$ cat src/rtl/neurosync_param.sv
// neurosync_param: memory-sequence game core.
// Grows a pseudo-random sequence, shows it on N_CH LEDs and checks the
// player's reproduction on N_CH buttons. Entry can be forward or reverse, and
// each press has its own timeout. The game ends in win, error or timeout.
//
// Ports
//   clock      system clock, rising edge
//   reset      asynchronous, active-high
//   jogar      start/restart request (honoured in INICIAL and terminal states)
//   nivel      0: MAX_ROUNDS/2 rounds, 1: MAX_ROUNDS rounds (latched at start)
//   modo       0: forward entry, 1: reverse entry (latched at start)
//   botoes     debounced synchronous buttons, active-high
//   leds       one-hot shown element, or echo of botoes while awaiting a press
//   rodada     current sequence length
//   pronto     game finished
//   ganhou     finished by completing all rounds
//   errou      finished by a wrong or invalid press
//   timeout    finished by a press timeout
//   db_estado  FSM state code
module neurosync_param #(
    parameter int unsigned N_CH           = 4,
    parameter int unsigned MAX_ROUNDS     = 16,
    parameter int unsigned SHOW_CYCLES    = 1000,
    parameter int unsigned GAP_CYCLES     = 500,
    parameter int unsigned TIMEOUT_CYCLES = 5000,
    parameter logic [15:0] LFSR_SEED      = 16'hACE1
) (
    input  logic                              clock,
    input  logic                              reset,
    input  logic                              jogar,
    input  logic                              nivel,
    input  logic                              modo,
    input  logic [N_CH-1:0]                   botoes,
    output logic [N_CH-1:0]                   leds,
    output logic [$clog2(MAX_ROUNDS+1)-1:0]   rodada,
    output logic                              pronto,
    output logic                              ganhou,
    output logic                              errou,
    output logic                              timeout,
    output logic [3:0]                        db_estado
);

    localparam int unsigned W     = (N_CH > 2) ? $clog2(N_CH) : 1;
    localparam int unsigned RW    = $clog2(MAX_ROUNDS + 1);
    localparam int unsigned IW    = (MAX_ROUNDS > 2) ? $clog2(MAX_ROUNDS) : 1;
    localparam int unsigned T_SG  = (SHOW_CYCLES > GAP_CYCLES) ? SHOW_CYCLES : GAP_CYCLES;
    localparam int unsigned T_MAX = (T_SG > TIMEOUT_CYCLES) ? T_SG : TIMEOUT_CYCLES;
    localparam int unsigned TW    = (T_MAX > 2) ? $clog2(T_MAX) : 1;
    localparam logic [15:0] LFSR_MASK = 16'hB400;

    typedef enum logic [3:0] {
        S_INICIAL     = 4'd0,
        S_PREPARA     = 4'd1,
        S_NOVO_ELEM   = 4'd2,
        S_MOSTRA_ON   = 4'd3,
        S_MOSTRA_OFF  = 4'd4,
        S_ESPERA      = 4'd5,
        S_COMPARA     = 4'd6,
        S_FIM_RODADA  = 4'd7,
        S_FIM_GANHOU  = 4'd8,
        S_FIM_ERRO    = 4'd9,
        S_FIM_TIMEOUT = 4'd10
    } state_t;

    // Index of the highest set bit; only meaningful for one-hot input.
    function automatic logic [W-1:0] onehot_index(input logic [N_CH-1:0] v);
        logic [W-1:0] r;
        r = '0;
        for (int i = 0; i < int'(N_CH); i++) begin
            if (v[i]) r = W'(i);
        end
        return r;
    endfunction

    state_t          state, state_n;
    logic [TW-1:0]   timer, timer_n;
    logic [RW-1:0]   rodada_n;
    logic [RW-1:0]   target, target_n;
    logic            modo_q, modo_n;
    logic [IW-1:0]   idx, idx_n;          // element being shown
    logic [IW-1:0]   ent, ent_n;          // element expected from the player
    logic [W-1:0]    press_idx, press_idx_n;
    logic            press_ok, press_ok_n;
    logic [N_CH-1:0] prev_btn;
    logic [15:0]     lfsr;
    logic [N_CH-1:0] leds_n;
    logic            pronto_n, ganhou_n, errou_n, timeout_n;

    logic [W-1:0]    mem [MAX_ROUNDS];
    logic            mem_we;
    logic [W-1:0]    new_elem;
    logic [W-1:0]    show_elem;
    logic            press_c;
    logic            last_shown;
    logic            entry_last;

    assign new_elem   = W'(lfsr % 16'(N_CH));
    assign press_c    = (botoes != '0) && (prev_btn == '0);
    assign last_shown = (RW'(idx) == rodada - RW'(1));
    assign entry_last = modo_q ? (ent == '0) : (RW'(ent) == rodada - RW'(1));
    assign db_estado  = state;

    // Next-state, datapath and registered-output computation.
    always_comb begin
        state_n     = state;
        timer_n     = timer;
        rodada_n    = rodada;
        target_n    = target;
        modo_n      = modo_q;
        idx_n       = idx;
        ent_n       = ent;
        press_idx_n = press_idx;
        press_ok_n  = press_ok;
        mem_we      = 1'b0;
        leds_n      = '0;
        show_elem   = '0;

        case (state)
            S_INICIAL: begin
                if (jogar) begin
                    state_n  = S_PREPARA;
                    rodada_n = '0;
                end
            end
            S_PREPARA: begin
                rodada_n = '0;
                modo_n   = modo;
                target_n = nivel ? RW'(MAX_ROUNDS) : RW'(MAX_ROUNDS / 2);
                state_n  = S_NOVO_ELEM;
            end
            S_NOVO_ELEM: begin
                mem_we   = 1'b1;
                rodada_n = rodada + RW'(1);
                idx_n    = '0;
                timer_n  = '0;
                state_n  = S_MOSTRA_ON;
            end
            S_MOSTRA_ON: begin
                if (timer == TW'(SHOW_CYCLES - 1)) begin
                    timer_n = '0;
                    state_n = S_MOSTRA_OFF;
                end else begin
                    timer_n = timer + TW'(1);
                end
            end
            S_MOSTRA_OFF: begin
                if (timer == TW'(GAP_CYCLES - 1)) begin
                    timer_n = '0;
                    if (last_shown) begin
                        state_n = S_ESPERA;
                        ent_n   = modo_q ? IW'(rodada - RW'(1)) : '0;
                    end else begin
                        idx_n   = idx + IW'(1);
                        state_n = S_MOSTRA_ON;
                    end
                end else begin
                    timer_n = timer + TW'(1);
                end
            end
            S_ESPERA: begin
                // A press in the last timer cycle still wins over the timeout.
                if (press_c) begin
                    press_idx_n = onehot_index(botoes);
                    press_ok_n  = $onehot(botoes);
                    state_n     = S_COMPARA;
                end else if (timer == TW'(TIMEOUT_CYCLES - 1)) begin
                    state_n = S_FIM_TIMEOUT;
                end else begin
                    timer_n = timer + TW'(1);
                end
            end
            S_COMPARA: begin
                if (!press_ok || (press_idx != mem[ent])) begin
                    state_n = S_FIM_ERRO;
                end else if (entry_last) begin
                    state_n = S_FIM_RODADA;
                end else begin
                    ent_n   = modo_q ? (ent - IW'(1)) : (ent + IW'(1));
                    timer_n = '0;
                    state_n = S_ESPERA;
                end
            end
            S_FIM_RODADA: begin
                state_n = (rodada == target) ? S_FIM_GANHOU : S_NOVO_ELEM;
            end
            S_FIM_GANHOU, S_FIM_ERRO, S_FIM_TIMEOUT: begin
                if (jogar) begin
                    state_n  = S_PREPARA;
                    rodada_n = '0;
                end
            end
            default: begin
                state_n = S_INICIAL;
            end
        endcase

        // The element just written in NOVO_ELEM is shown first in round one,
        // so bypass the memory when the read hits the write address.
        if (mem_we && (IW'(rodada) == idx_n)) begin
            show_elem = new_elem;
        end else begin
            show_elem = mem[idx_n];
        end

        case (state_n)
            S_MOSTRA_ON: leds_n = N_CH'(1) << show_elem;
            S_ESPERA:    leds_n = botoes;
            default:     leds_n = '0;
        endcase

        ganhou_n  = (state_n == S_FIM_GANHOU);
        errou_n   = (state_n == S_FIM_ERRO);
        timeout_n = (state_n == S_FIM_TIMEOUT);
        pronto_n  = ganhou_n || errou_n || timeout_n;
    end

    // State, datapath and output registers.
    always_ff @(posedge clock or posedge reset) begin
        if (reset) begin
            state     <= S_INICIAL;
            timer     <= '0;
            rodada    <= '0;
            target    <= '0;
            modo_q    <= 1'b0;
            idx       <= '0;
            ent       <= '0;
            press_idx <= '0;
            press_ok  <= 1'b0;
            prev_btn  <= '0;
            lfsr      <= LFSR_SEED;
            leds      <= '0;
            pronto    <= 1'b0;
            ganhou    <= 1'b0;
            errou     <= 1'b0;
            timeout   <= 1'b0;
        end else begin
            state     <= state_n;
            timer     <= timer_n;
            rodada    <= rodada_n;
            target    <= target_n;
            modo_q    <= modo_n;
            idx       <= idx_n;
            ent       <= ent_n;
            press_idx <= press_idx_n;
            press_ok  <= press_ok_n;
            prev_btn  <= botoes;
            lfsr      <= lfsr[0] ? ((lfsr >> 1) ^ LFSR_MASK) : (lfsr >> 1);
            leds      <= leds_n;
            pronto    <= pronto_n;
            ganhou    <= ganhou_n;
            errou     <= errou_n;
            timeout   <= timeout_n;
        end
    end

    // Sequence memory; no reset, only entries below rodada are ever read.
    always_ff @(posedge clock) begin
        if (mem_we) begin
            mem[IW'(rodada)] <= new_elem;
        end
    end

endmodule
$ cat config.mk
export PLATFORM = sky130hd
export DESIGN_NAME = neurosync_param
export DESIGN_NICKNAME = d
export VERILOG_FILES = /design/src/rtl/neurosync_param.sv
export SDC_FILE = /design/constraint.sdc
export NUM_CORES = 1
export LEC_CHECK = 0
export ABC_AREA = 1
export BUFFER_PORTS_ARGS = -buffer_cell sky130_fd_sc_hd__buf_2
export CAP_MARGIN = 40
export CORE_ASPECT_RATIO = 0.8
export CORE_UTILIZATION = 35
export DETAILED_ROUTE_END_ITERATION = 8
export GPL_ROUTABILITY_DRIVEN = 0
export GPL_TIMING_DRIVEN = 0
export HOLD_SLACK_MARGIN = 0.1
export SYNTH_ARGS = -nofsm -noshare
export SYNTH_HDL_FRONTEND = slang
export SYNTH_SLANG_ARGS = --single-unit
$ cat constraint.sdc
create_clock -name clock -period 4.1 [get_ports clock]
set_input_delay 0.615 -clock clock [delete_from_list [all_inputs] [get_ports clock]]
set_output_delay 0.615 -clock clock [all_outputs]
set_load 0.01 [all_outputs]
# Word-level counts from Yosys, hierarchy flattened
# Memory sizes are Yosys's and may differ from the RTL's.
# Index checks and enable logic that the tools add are counted.
dict set report word_totals {
  rom_bits 0
  register_bits 67
  output_inout_bits 17
  mem_bits_rw 32
  input_bits 9
  mem_count 1
  latchBits 0
  elab_cells 117
}
# memory words word_bits rd rd_ports_with_merged_regs write_ports line_no
set memory_table {}
lappend memory_table {mem 16 2 2 0 1 89} ;# logic [W-1:0] mem [MAX_ROUNDS];
dict set report classes {
  addsub 9
  n_mux 40
  n_reduce_logical 18
  n_eq_ne 31
  n_bitwise 1
  div 0
  n_mul 0
  shift 1
  n_lt_le_gt_ge 0
}
# cell n
set op_table {}
lappend op_table {{13-bit two-way mux} 6}
lappend op_table {{13-bit case mux with 5 select lines} 1}
lappend op_table {{4-bit two-way mux} 15}
lappend op_table {{4-bit case mux with 8 select lines} 1}
lappend op_table {{4-bit == test (second input constant)} 6}
lappend op_table {{4-bit case mux with 2 select lines} 3}
lappend op_table {{4-bit by 3-bit == test with 1-bit output (second input constant)} 5}
lappend op_table {{16-bit two-way mux} 1}
lappend op_table {{5-bit case mux with 3 select lines} 1}
lappend op_table {{13-bit by 1-bit adder with 13-bit output (second input constant)} 1}
lappend op_table {{13-bit by 10-bit == test with 1-bit output (second input constant)} 1}
lappend op_table {{13-bit == test (second input constant)} 1}
lappend op_table {{13-bit by 9-bit == test with 1-bit output (second input constant)} 1}
lappend op_table {{4-bit by 2-bit == test with 1-bit output (second input constant)} 3}
lappend op_table {{4-bit logical NOT} 3}
lappend op_table {{2-bit inequality test (second input constant)} 6}
lappend op_table {{4-bit by 5-bit == test with 1-bit output} 2}
lappend op_table {{5-bit two-way mux} 2}
lappend op_table {{5-bit AND reduction} 2}
lappend op_table {{4-bit by 1-bit adder with 4-bit output (second input constant)} 2}
lappend op_table {{2-bit two-way mux} 4}
lappend op_table {{5-bit by 1-bit adder with 5-bit output (second input constant)} 1}
lappend op_table {{5-bit == test} 1}
lappend op_table {{1-bit two-way mux} 5}
lappend op_table {{21 further kinds} 26}

# Longest topological paths before layout
# Gate-level depths: netlist (run 1).
dict set report depth {
  depth_word 10
  depth_mapped 22
  ltp_nobuf 22
}

# Worst setup path after synthesis (run 1)
# Ideal clock, no wire load.
dict set report synth_path {
  path_kind {reg-to-reg}
  from {register rodada[0]}
  to {register leds[2]}
  path_buffers 0
  slack_ns 1.567
  arrival_ns 2.410
  setup_ns 0.124
  path_stages_with_launch 18
  cell_sequence {dfrtp_1 inv_2 ha_1 inv_2 nand2_1 nand2_1 nor2_4 nand2_4 nor2_8 nand2_8 nand3_4 nand3_4 xor2_1 nor2_1 nand2_2 or2_0 nand2_1 o21bai_1}
}
dict set report synth_via {
  elab_chain_len 10
}
# element line_no
set synth_lines {}
lappend synth_lines {{start: declaration} 35} ;# output logic [$clog2(MAX_ROUNDS+1)-1:0] rodada,
lappend synth_lines {{start signal: assignment} 239} ;# rodada <= rodada_n;
lappend synth_lines {{parallel branches: the longest is 9 deep, another holds 5-bit by 1-bit subtractor with 5-bit output} n/a}
lappend synth_lines {{4-bit case mux with 2 select lines (*)} 205} ;# case (state_n)
lappend synth_lines {{named net leds_n[2]} 86} ;# logic [N_CH-1:0] leds_n;
lappend synth_lines {{end signal: assignment} 248} ;# leds <= leds_n;
lappend synth_lines {{end: declaration} 34} ;# output logic [N_CH-1:0] leds,
# Mark *: on every way through the listed nets, which the timed path passes.
# A chain may end at the register's enable or synchronous reset.

# Final worst setup path (run 1)
# Ends and elaborated chain as after synthesis.

==> run metrics, run 1 <==
status complete, no violations; largest net degree at the start of global routing 35; full die area between 15000 and 20000 um2; reg2reg start rodada[0]; synthesized flop and latch total 96; dpl hpwl roughly 11000 um; maximum VDD drop a little under 0.0003 V; hold buffer count at CTS 0; setup bufs post-CTS 0; Setup CP Type reg2reg; Tot Pwr between 3 and 4 mW; Layout fillers ~1500; post-route ant nets 0; fin crit share roughly four fifths; Vias between 4000 and 5000; CTS tree yes; crit start category register; highest cell delay on the worst timing path 0.62 ns; Root Buffer clkbuf_16; post-synthesis sequential area ratio between 40% and 50%; Yosys warning total 0; Slew Viols, Final 0; CP most frequent cell nand3_1; Fmax achieved about 310 MHz; Power Dens Cells between 400 and 500 nW/um2; cell with the largest stage delay on the worst path dfrtp_1; Final nets around 700; Reg area around 2600 um2; layout cell share with drive strength beyond 1 18.1%; max cap viols 0; Setup crit end leds[2]; GRT Total Usage between 10% and 20%; remaining global-route overflow 0; met3 wire len around 940 um; diode count 0; highest metal used met4; Post-Syn Instances ~660; Synth area leader dfrtp_1; first-pass GRT wire length around 23000 um; Via density 5.16; slew at the pin with the worst max-slew slack about 0.64 ns; RSZ-0062 raised after global routing no; post-synthesis cell type count 49; FP Rows 40; initial antenna violation count 0; relative slew slack 57.1%; dpl ws approximately 0.97 ns; CTS Buf Count 9; final worst setup slack about 0.9 ns; clock-pin slew on the worst setup and hold paths roughly 0.070 ns; Critical Path RT approximately 4.3 ns; Starting Density a little over a third; WL met1 between 6000 and 7000 um; Die Y around 110 um; I/O pin cnt 26; footprint of the multi-input gates roughly 2600 um2; Max clock buf depth 2; Static Leak 2.80 nW; # port buffers 25; Worst Setup End Kind register; routed wire length between 10000 and 15000 um; crit path max fanout 10; WL met2 a little over 6000 um; Die Wd between 100 and 150 um; final setup vio count 0; setup TNS 0 ns; Clock Latency Late Sink roughly 0.36 ns; clock sink total 96; R2R cell count 20; top-area cell type share of the netlist area roughly a quarter; Critical R2R Capture leds[2]; ranking of synthesized cells by area dfrtp_1 (25%), edfxtp_1 (17%), nand2_1 (7.5%); Core Util, Final between 40 and 50%; min Tclk post-route approximately 3.2 ns; Fin. Hold Viols 0; Hold Path Class in2async; R2R Setup Slk 0.90 ns; Syn Nets ~700; DR WL/cell approximately 15 um; Worst Setup SP rodada[0]; area grow syn2layout 12.8%; crit path DAT 3.44 ns; DRC 0; vias in the first global route between 4000 and 5000; syn_area_per_cell 8.45 um2; clk_skew just over 0.007 ns; H-Tree Depth 3; Netlist Area Pre-Place between 5000 and 6000 um2; DR iter-0 viols around 450; critical path cell sequence inv_2 > ha_1 > inv_2 > nand2_1 > nand2_1 > nor2_4 > nand2_4 > nor2_8 > nand2_8 > nand2_4 > nand2_4 > nand2_4 > buf_6 > nand2_1 > nand3_1 > nand3_1 > nand3_1 > nand3_1 > nand3_1 > o21bai_1; TritonRoute pass-1 iters 7; Core Area 15300 um2; Resized Gates After CTS 0
cell usage after synthesis (all sizes together):
cell type    n
and3         1
nor3        19
a31o         1
a211oi       1
nor2        80
o21a         1
and2         1
inv         89
edfxtp      32
nand4       13
o211ai       3
a311o        1
a31oi        4
or2          2
xor2        13
nand3b       7
a311oi       1
a21oi       17
ha          11
nand2      134
o21bai       3
o22ai        8
nand3       85
buf         12
fa           2
o21ai       47
nor4         1
dfstp        8
dfrtp       56
xnor2        4
clkbuf       1
nor3b        1
logic make-up (layout without fill, tap and decap cells):
family | after synthesis | count (layout) | share of synthesized area [%]
buf+inv | 102 | 144 | 7.75
flops | 96 | 96 | 46.2
compound gates | 87 | 87 | 8.78
fa+ha+maj | 13 | 13 | 3.19
simple gates | 344 | 344 | 31.4
xor+xnor | 17 | 17 | 2.67
through the flow:
| step | hold slack [ns] | cells | area (um2) |
|---|---|---|---|
| 6_report | 0.339 | 911 | 6290 |
| 5_1_grt | 0.361 | 911 | 6290 |
| 4_1_cts | 0.356 | 911 | 6290 |
| 3_5_place_dp | 0.336 | 895 | 5980 |
| 3_3_place_gp | 0.341 | 894 | 5960 |
| 2_1_floorplan | 0.331 | 659 | 5570 |
registers in the layout, summed over array words and instances (netlist names):
signal     cells
timeout        1
idx            4
lfsr          16
db_estado      4
press_idx      2
modo_q         1
ent            4
target         2
prev_btn       4
leds           4
press_ok       1
mem           32
pronto         1
rodada         5
errou          1
ganhou         1
timer         13
power by group:
part | leakage [nW] | total (mW) | switching (mW) | internal [mW]
clock | 0.150 | 0.845 | 0.409 | 0.435
combinational | 1.54 | 1.07 | 0.729 | 0.341
sequential | 1.11 | 1.14 | 0.0801 | 1.06
total | 2.80 | 3.06 | 1.22 | 1.84
critical path, delay by kind of cell, from the launching register on:
family,cells,cell delay (ns)
AO/OA/AOI/OAI,1,0.07
adder cells (fa/ha/maj),1,0.45
buffers and inverters,3,0.44
flip-flops,1,0.62
AND/OR/NAND/NOR,15,1.47
layout by cell type, fill, tap and decap left out, drive strengths merged, types with 4 or more instances in the layout:
master  netlist  routed
edfxtp       32      32
nand4        13      13
inv          89      93
clkbuf        1      10
nor3         19      19
dfstp         8       8
o21ai        47      47
a31oi         4       4
nor2         80      80
nand3b        7       7
buf          12      38
dfrtp        56      56
a21oi        17      17
o22ai         8       8
ha           11      11
xnor2         4       4
xor2         13      13
nand3        85      85
nand2       134     134
worst min path at each step:
| stage | start | endpoint | slack [ns] |
|---|---|---|---|
| 3_3_place_gp | lfsr[2] | lfsr[1] | 0.34 |
| 4_1_cts | reset | prev_btn[3] | 0.36 |
| 3_5_place_dp | lfsr[9] | lfsr[8] | 0.34 |
| 6_report | reset | prev_btn[3] | 0.34 |
| 2_1_floorplan | lfsr[2] | lfsr[1] | 0.33 |
| 5_1_grt | lfsr[2] | lfsr[1] | 0.36 |
layer usage:
layer	up-vias	GRT usage, %
met1	2249	27.1
met4	0	4.44
li1	2265	-
met5	-	0
met2	177	27.1
met3	12	4.29
area by class of cell:
class | instances | share of cell area, %
sequential | 96 | 40.9
tap | 210 | 4.18
buffer | 13 | 1.51
clock inverter | 7 | 1.29
clock buffer | 9 | 3.58
timing repair buffer | 26 | 2.31
multi-input combinational | 461 | 40.8
inverter | 89 | 5.35
No activity file was read; power rests on OpenSTA's default activity.
==> run 2: changes to the inputs <==
==> constraint.sdc (replaced) <==
create_clock -name clock -period 3 [get_ports clock]
set_input_delay 0.45 -clock clock [delete_from_list [all_inputs] [get_ports clock]]
set_output_delay 0.45 -clock clock [all_outputs]
set_load 0.01 [all_outputs]
==> run 2 against run 1 <==
Sequential share of layout area is 0.28 points lower. Final cell count rose by 0.44%. Via count about the same. Setup slack lost 0.67 ns. Critical path type unchanged. Clock power up 36%. First-iteration DRC count fell by 5.5%. Register-to-register slack worse by 0.67 ns. Sequential power is 36% higher.
==> run metrics, run 2 (synthesis gave the netlist of run 1 again) <==
H-Tree Depth 3; slew at the pin with the worst max-slew slack around 0.64 ns; dpl hpwl 10800 um; min Tclk post-route roughly 2.8 ns; crit start category register; CTS Buf Count 9; Hold Path Class in2async; Die Y roughly 110 um; clk_skew 0.00693 ns; commonest cells after routing, fill and taps aside nand2_1 (112), nand3_1 (80), inv_1 (72); DR WL/cell 15.4 um; maximum VDD drop approximately 0.0004 V; final setup vio count 0; Clock Latency Late Sink around 0.36 ns; Critical Path RT approximately 3.2 ns; Root Buffer clkbuf_16; commonest non-fill, non-tap cell in the layout nand2_1; Core Util, Final slightly above 40%; reg2reg start rodada[1]; fin crit share between 90% and 100%; clock sink total 96; relative slew slack a little under three fifths; full die area around 16000 um2; cell with the largest stage delay on the worst path dfrtp_2; TritonRoute pass-1 iters 5; diode count 0; max cap viols 0; highest metal used met4; CP most frequent cell nand3_1; Critical R2R Capture leds[2]; R2R cell count 20; Slew Viols, Final 0; WL met1 6920 um; Crit path max-delay family simple AND/OR/NAND/NOR gates; Layout fillers 1542; FP Rows 40; RSZ-0062 raised after global routing no; clock-pin slew on the worst setup and hold paths 0.07 ns; largest net degree at the start of global routing 35; Hold Slack 0.175 ns; DR iter-0 viols roughly 430; routed wire length 14100 um; GRT Total Usage between 10% and 20%; first-pass GRT wire length 22900 um; hold buffer count at CTS 0; area grow syn2layout 13.7%; Fin. Hold Viols 0; Via density ~5.1; Static Leak between 2 and 3 nW; Power Dens Cells about 670 nW/um2; # port buffers 25; I/O pin cnt 26; post-route ant nets 0; crit path DAT 3.01 ns; critical path cell sequence inv_1 > ha_4 > inv_2 > nand2_1 > nand2_1 > nor2_4 > nand2_4 > nor2_8 > nand2_8 > nand2_4 > nand2_4 > nand2_4 > buf_6 > nand2_1 > nand3_1 > nand3_1 > nand3_1 > nand3_1 > nand3_1 > o21bai_1; max reg flops 32; DRC 0; crit path max fanout 10; status complete, no violations; Core Area between 15000 and 20000 um2; biggest regs mem x32, lfsr x16, timer x13; layout cell share with drive strength beyond 1 between 10% and 20%; remaining global-route overflow 0; initial antenna violation count 0; R2R Setup Slk between 0.2 and 0.25 ns; Fmax achieved roughly 360 MHz; Worst Setup End Kind register; vias in the first global route 4451; Starting Density a little over a third; placed insts 895; Finished Layout Cells 915; met3 wire len around 990 um; Die Wd about 140 um; Setup CP Type reg2reg; CP Buf/Inv Count 3; WL met2 6000 um; Max clock buf depth 2; CTS tree yes; Largest Register mem; Final nets 722; highest cell delay on the worst timing path between 0.4 and 0.5 ns; Vias around 4700
## run 2: cell types whose count changed in the layout (fill, tap and decap cells not counted)
cell,delta
nor2_2,+1
nor2_1,-1
buf_4,+4
ha_4,+1
dfrtp_2,+2
inv_2,-1
inv_4,+1
dfrtp_1,-2
ha_1,-1
## run 2: routing by layer
| layer | vias to the layer above | global-route usage (%) |
|---|---|---|
| met5 | - | 0 |
| met4 | 0 | 4.44 |
| met3 | 16 | 4.29 |
| met2 | 163 | 27.1 |
| met1 | 2252 | 27.1 |
| li1 | 2273 | - |
## run 2: worst max path at each step
stage	start	endpoint	depth (start not counted)
2_1_floorplan	rodada[0]	leds[2]	17
5_1_grt	rodada[1]	leds[2]	20
3_3_place_gp	rodada[0]	leds[2]	20
6_report	rodada[1]	leds[2]	20
4_1_cts	rodada[0]	leds[2]	20
3_5_place_dp	rodada[0]	leds[2]	20
## run 2: per-stage QoR
stage | power, mW | cell area (um2) | setup slack (ns) | TNS, ns
6_report | 4.25 | 6340 | 0.230 | 0
5_1_grt | 4.51 | 6340 | 0.00288 | 0
4_1_cts | 4.21 | 6290 | 0.00575 | 0
3_5_place_dp | 3.04 | 5980 | -0.130 | -0.500
3_3_place_gp | 3.02 | 5960 | -0.111 | -0.426
2_1_floorplan | 2.64 | 5570 | 0.467 | 0
## run 2: worst register-to-register path, cell delays in order, from the launching register on
cell and delay (ns):
dfrtp_2 0.41, inv_1 0.13, ha_4 0.33, inv_2 0.06, nand2_1 0.05, nand2_1 0.08
nor2_4 0.13, nand2_4 0.07, nor2_8 0.11, nand2_8 0.09, nand2_4 0.11, nand2_4 0.10
nand2_4 0.13, buf_6 0.17, nand2_1 0.06, nand3_1 0.07, nand3_1 0.09, nand3_1 0.11
nand3_1 0.15, nand3_1 0.13, o21bai_1 0.07
## run 2: final cells by class
class	instances	area, um2	share of cell area, %
multi-input cells	461	2580	40.8
flip-flops and latches	96	2570	40.6
clock buffers	9	225	3.55
repair buffers	30	175	2.76
well taps	210	263	4.15
plain buffers	13	95.1	1.50
inverters	89	339	5.35
clock inverters	7	81.3	1.28
## run 2: what timing repair did
item                       CTS  global route
gates resized for setup      2             4
setup buffers                0             4
setup endpoints to repair    4             8
## run 2: power breakdown
group,internal (mW),switching (mW)
Clock,0.595,0.555
Sequential,1.46,0.0894
Combinational,0.520,1.03
==> run 3: changes to the inputs <==
--- a/config.mk
+++ b/config.mk
@@ -14,6 +14,7 @@
 export GPL_ROUTABILITY_DRIVEN = 0
 export GPL_TIMING_DRIVEN = 0
 export HOLD_SLACK_MARGIN = 0.1
+export REMOVE_ABC_BUFFERS = 1
 export SYNTH_ARGS = -nofsm -noshare
 export SYNTH_HDL_FRONTEND = slang
 export SYNTH_SLANG_ARGS = --single-unit
==> run 3 against run 2 <==
Final cell count shrank 1.4%. Fmax is 0.58% lower. Setup slack got worse by 0.016 ns. Count of clock-buffer cells in the layout rose by 2. Routed wire length is 1.2% higher. Core utilization decreased by 0.26 points. Register-to-register slack worse by 0.02 ns. Combinational power is essentially flat. Cell area down 0.63%.
==> run metrics, run 3 (synthesis gave the netlist of run 1 again) <==
status complete, no violations; Starting Density roughly 37%; crit path DAT roughly 3 ns; DR iter-0 viols between 300 and 400; Hold Path Origin botoes[0]; CTS tree yes; dpl ws -0.341 ns; dpl hpwl approximately 10000 um; # port buffers 25; Max clock buf depth 2; Static Leak approximately 2.8 nW; routed wire length roughly 14000 um; clk_skew around 0.008 ns; first-pass GRT wire length 23000 um; Via density 5.19; fin crit share slightly above 90%; Clock Latency Late Sink around 0.35 ns; slew at the pin with the worst max-slew slack around 0.67 ns; H-Tree Depth 3; CTS Buf Count 9; Critical Path RT 3.21 ns; Die Y 115 um; DR WL/cell 15.8 um; relative slew slack 55.6%; Hold Path Class in2reg; reg2reg start ent[1]; commonest non-fill, non-tap cell in the layout nand2_1; largest net degree at the start of global routing 24; Largest Register mem; max cap viols 0; max reg flops 32; Worst Setup SP ent[1]; final setup vio count 0; Final nets between 700 and 800; GRT Total Usage about 19%; clock sink total 96; full die area ~16000 um2; Tot Pwr 4.23 mW; Power Dens Cells approximately 670 nW/um2; area grow syn2layout 13.0%; Vias between 4000 and 5000; biggest regs mem x32, lfsr x16, timer x13; maximum VDD drop about 0.0004 V; final worst setup slack ~0.21 ns; RSZ-0062 raised after global routing yes; diode count 0; crit start category register; Root Buffer clkbuf_16; TritonRoute pass-1 iters 5; Die Wd roughly 140 um; I/O pin cnt 26; commonest cells after routing, fill and taps aside nand2_1 (112), nand3_1 (80), inv_1 (71); DRC 0; Fmax achieved approximately 360 MHz; Slew Viols, Final 0; Setup CP Type reg2reg; min Tclk post-route 2.79 ns; Fin. Hold Viols 0; clock-pin slew on the worst setup and hold paths about 0.06 ns; FP Rows 40; Core Area between 15000 and 20000 um2; remaining global-route overflow 0; vias in the first global route 4400; Worst Setup End Kind register; crit path max fanout 16; post-route ant nets 0; initial antenna violation count 0; layout cell share with drive strength beyond 1 approximately 18%
run 3: path summary, 6_finish.rpt:
check | endpoint | slack (ns) | cells past startpoint
max | timer[0] | 0.21 | 13
min reg2reg | lfsr[2] | 0.35 | 0
max reg2reg | timer[0] | 0.21 | 13
min in group asynchronous | prev_btn[1] | 0.64 | 3
min | prev_btn[0] | 0.22 | 1
max in group asynchronous | rodada[0] | 1.66 | 5
run 3: layer usage:
layer  up-vias  share of wire (%)  GRT usage, %
met5         -                  0             0
met4         0                1.7          6.38
met3        23                6.0          3.87
met2       164                 44          27.8
met1      2229                 49          26.5
li1       2265                  -             -
run 3: what timing repair did:
action                                  in CTS  in global routing
endpoints found under the setup margin      17                 20
cloned                                       1                  0
buffers inserted                             0                  1
endpoints found under the hold margin       12                  0
hold buffers                                 1                  0
pin swaps                                    1                  3
gates resized for setup                      6                  8
run 3: stage by stage:
stage	hold slack [ns]	setup TNS, ns	cell area [um2]	instances	utilization [%]
finish	0.223	0	6300	902	41.2
global route	0.217	-0.00985	6300	902	41.2
global placement	0.333	-2.29	5860	881	38.4
CTS	0.211	0	6240	901	40.9
floorplan	0.331	0	5480	646	-
detailed placement	0.339	-3.38	5910	883	38.7
run 3: critical path, cell delays in order, from the launching register on:
cell     delay [ns]
dfrtp_2        0.58
inv_1          0.28
a21oi_1        0.17
o21ai_1        0.08
nand2_1        0.09
nand2_1        0.06
nand2_1        0.11
inv_1          0.07
nand3_1        0.06
nand2_1        0.08
nor3_2         0.32
nor2_2         0.14
nor3_4         0.48
o21ai_1        0.12
run 3: area by class of cell:
type / count / area (um2)
clock buffer: 11 / 254
clock inverter: 5 / 38.8
fill: 1546 / 8970
inverter: 89 / 342
multi-input combinational: 462 / 2620
sequential: 96 / 2580
tap: 210 / 263
timing repair buffer: 29 / 203
run 3: power breakdown:
| part | internal, mW | total (mW) | switching (mW) |
|---|---|---|---|
| clock network | 0.621 | 1.13 | 0.512 |
| registers | 1.46 | 1.58 | 0.121 |
| logic | 0.514 | 1.52 | 1.00 |
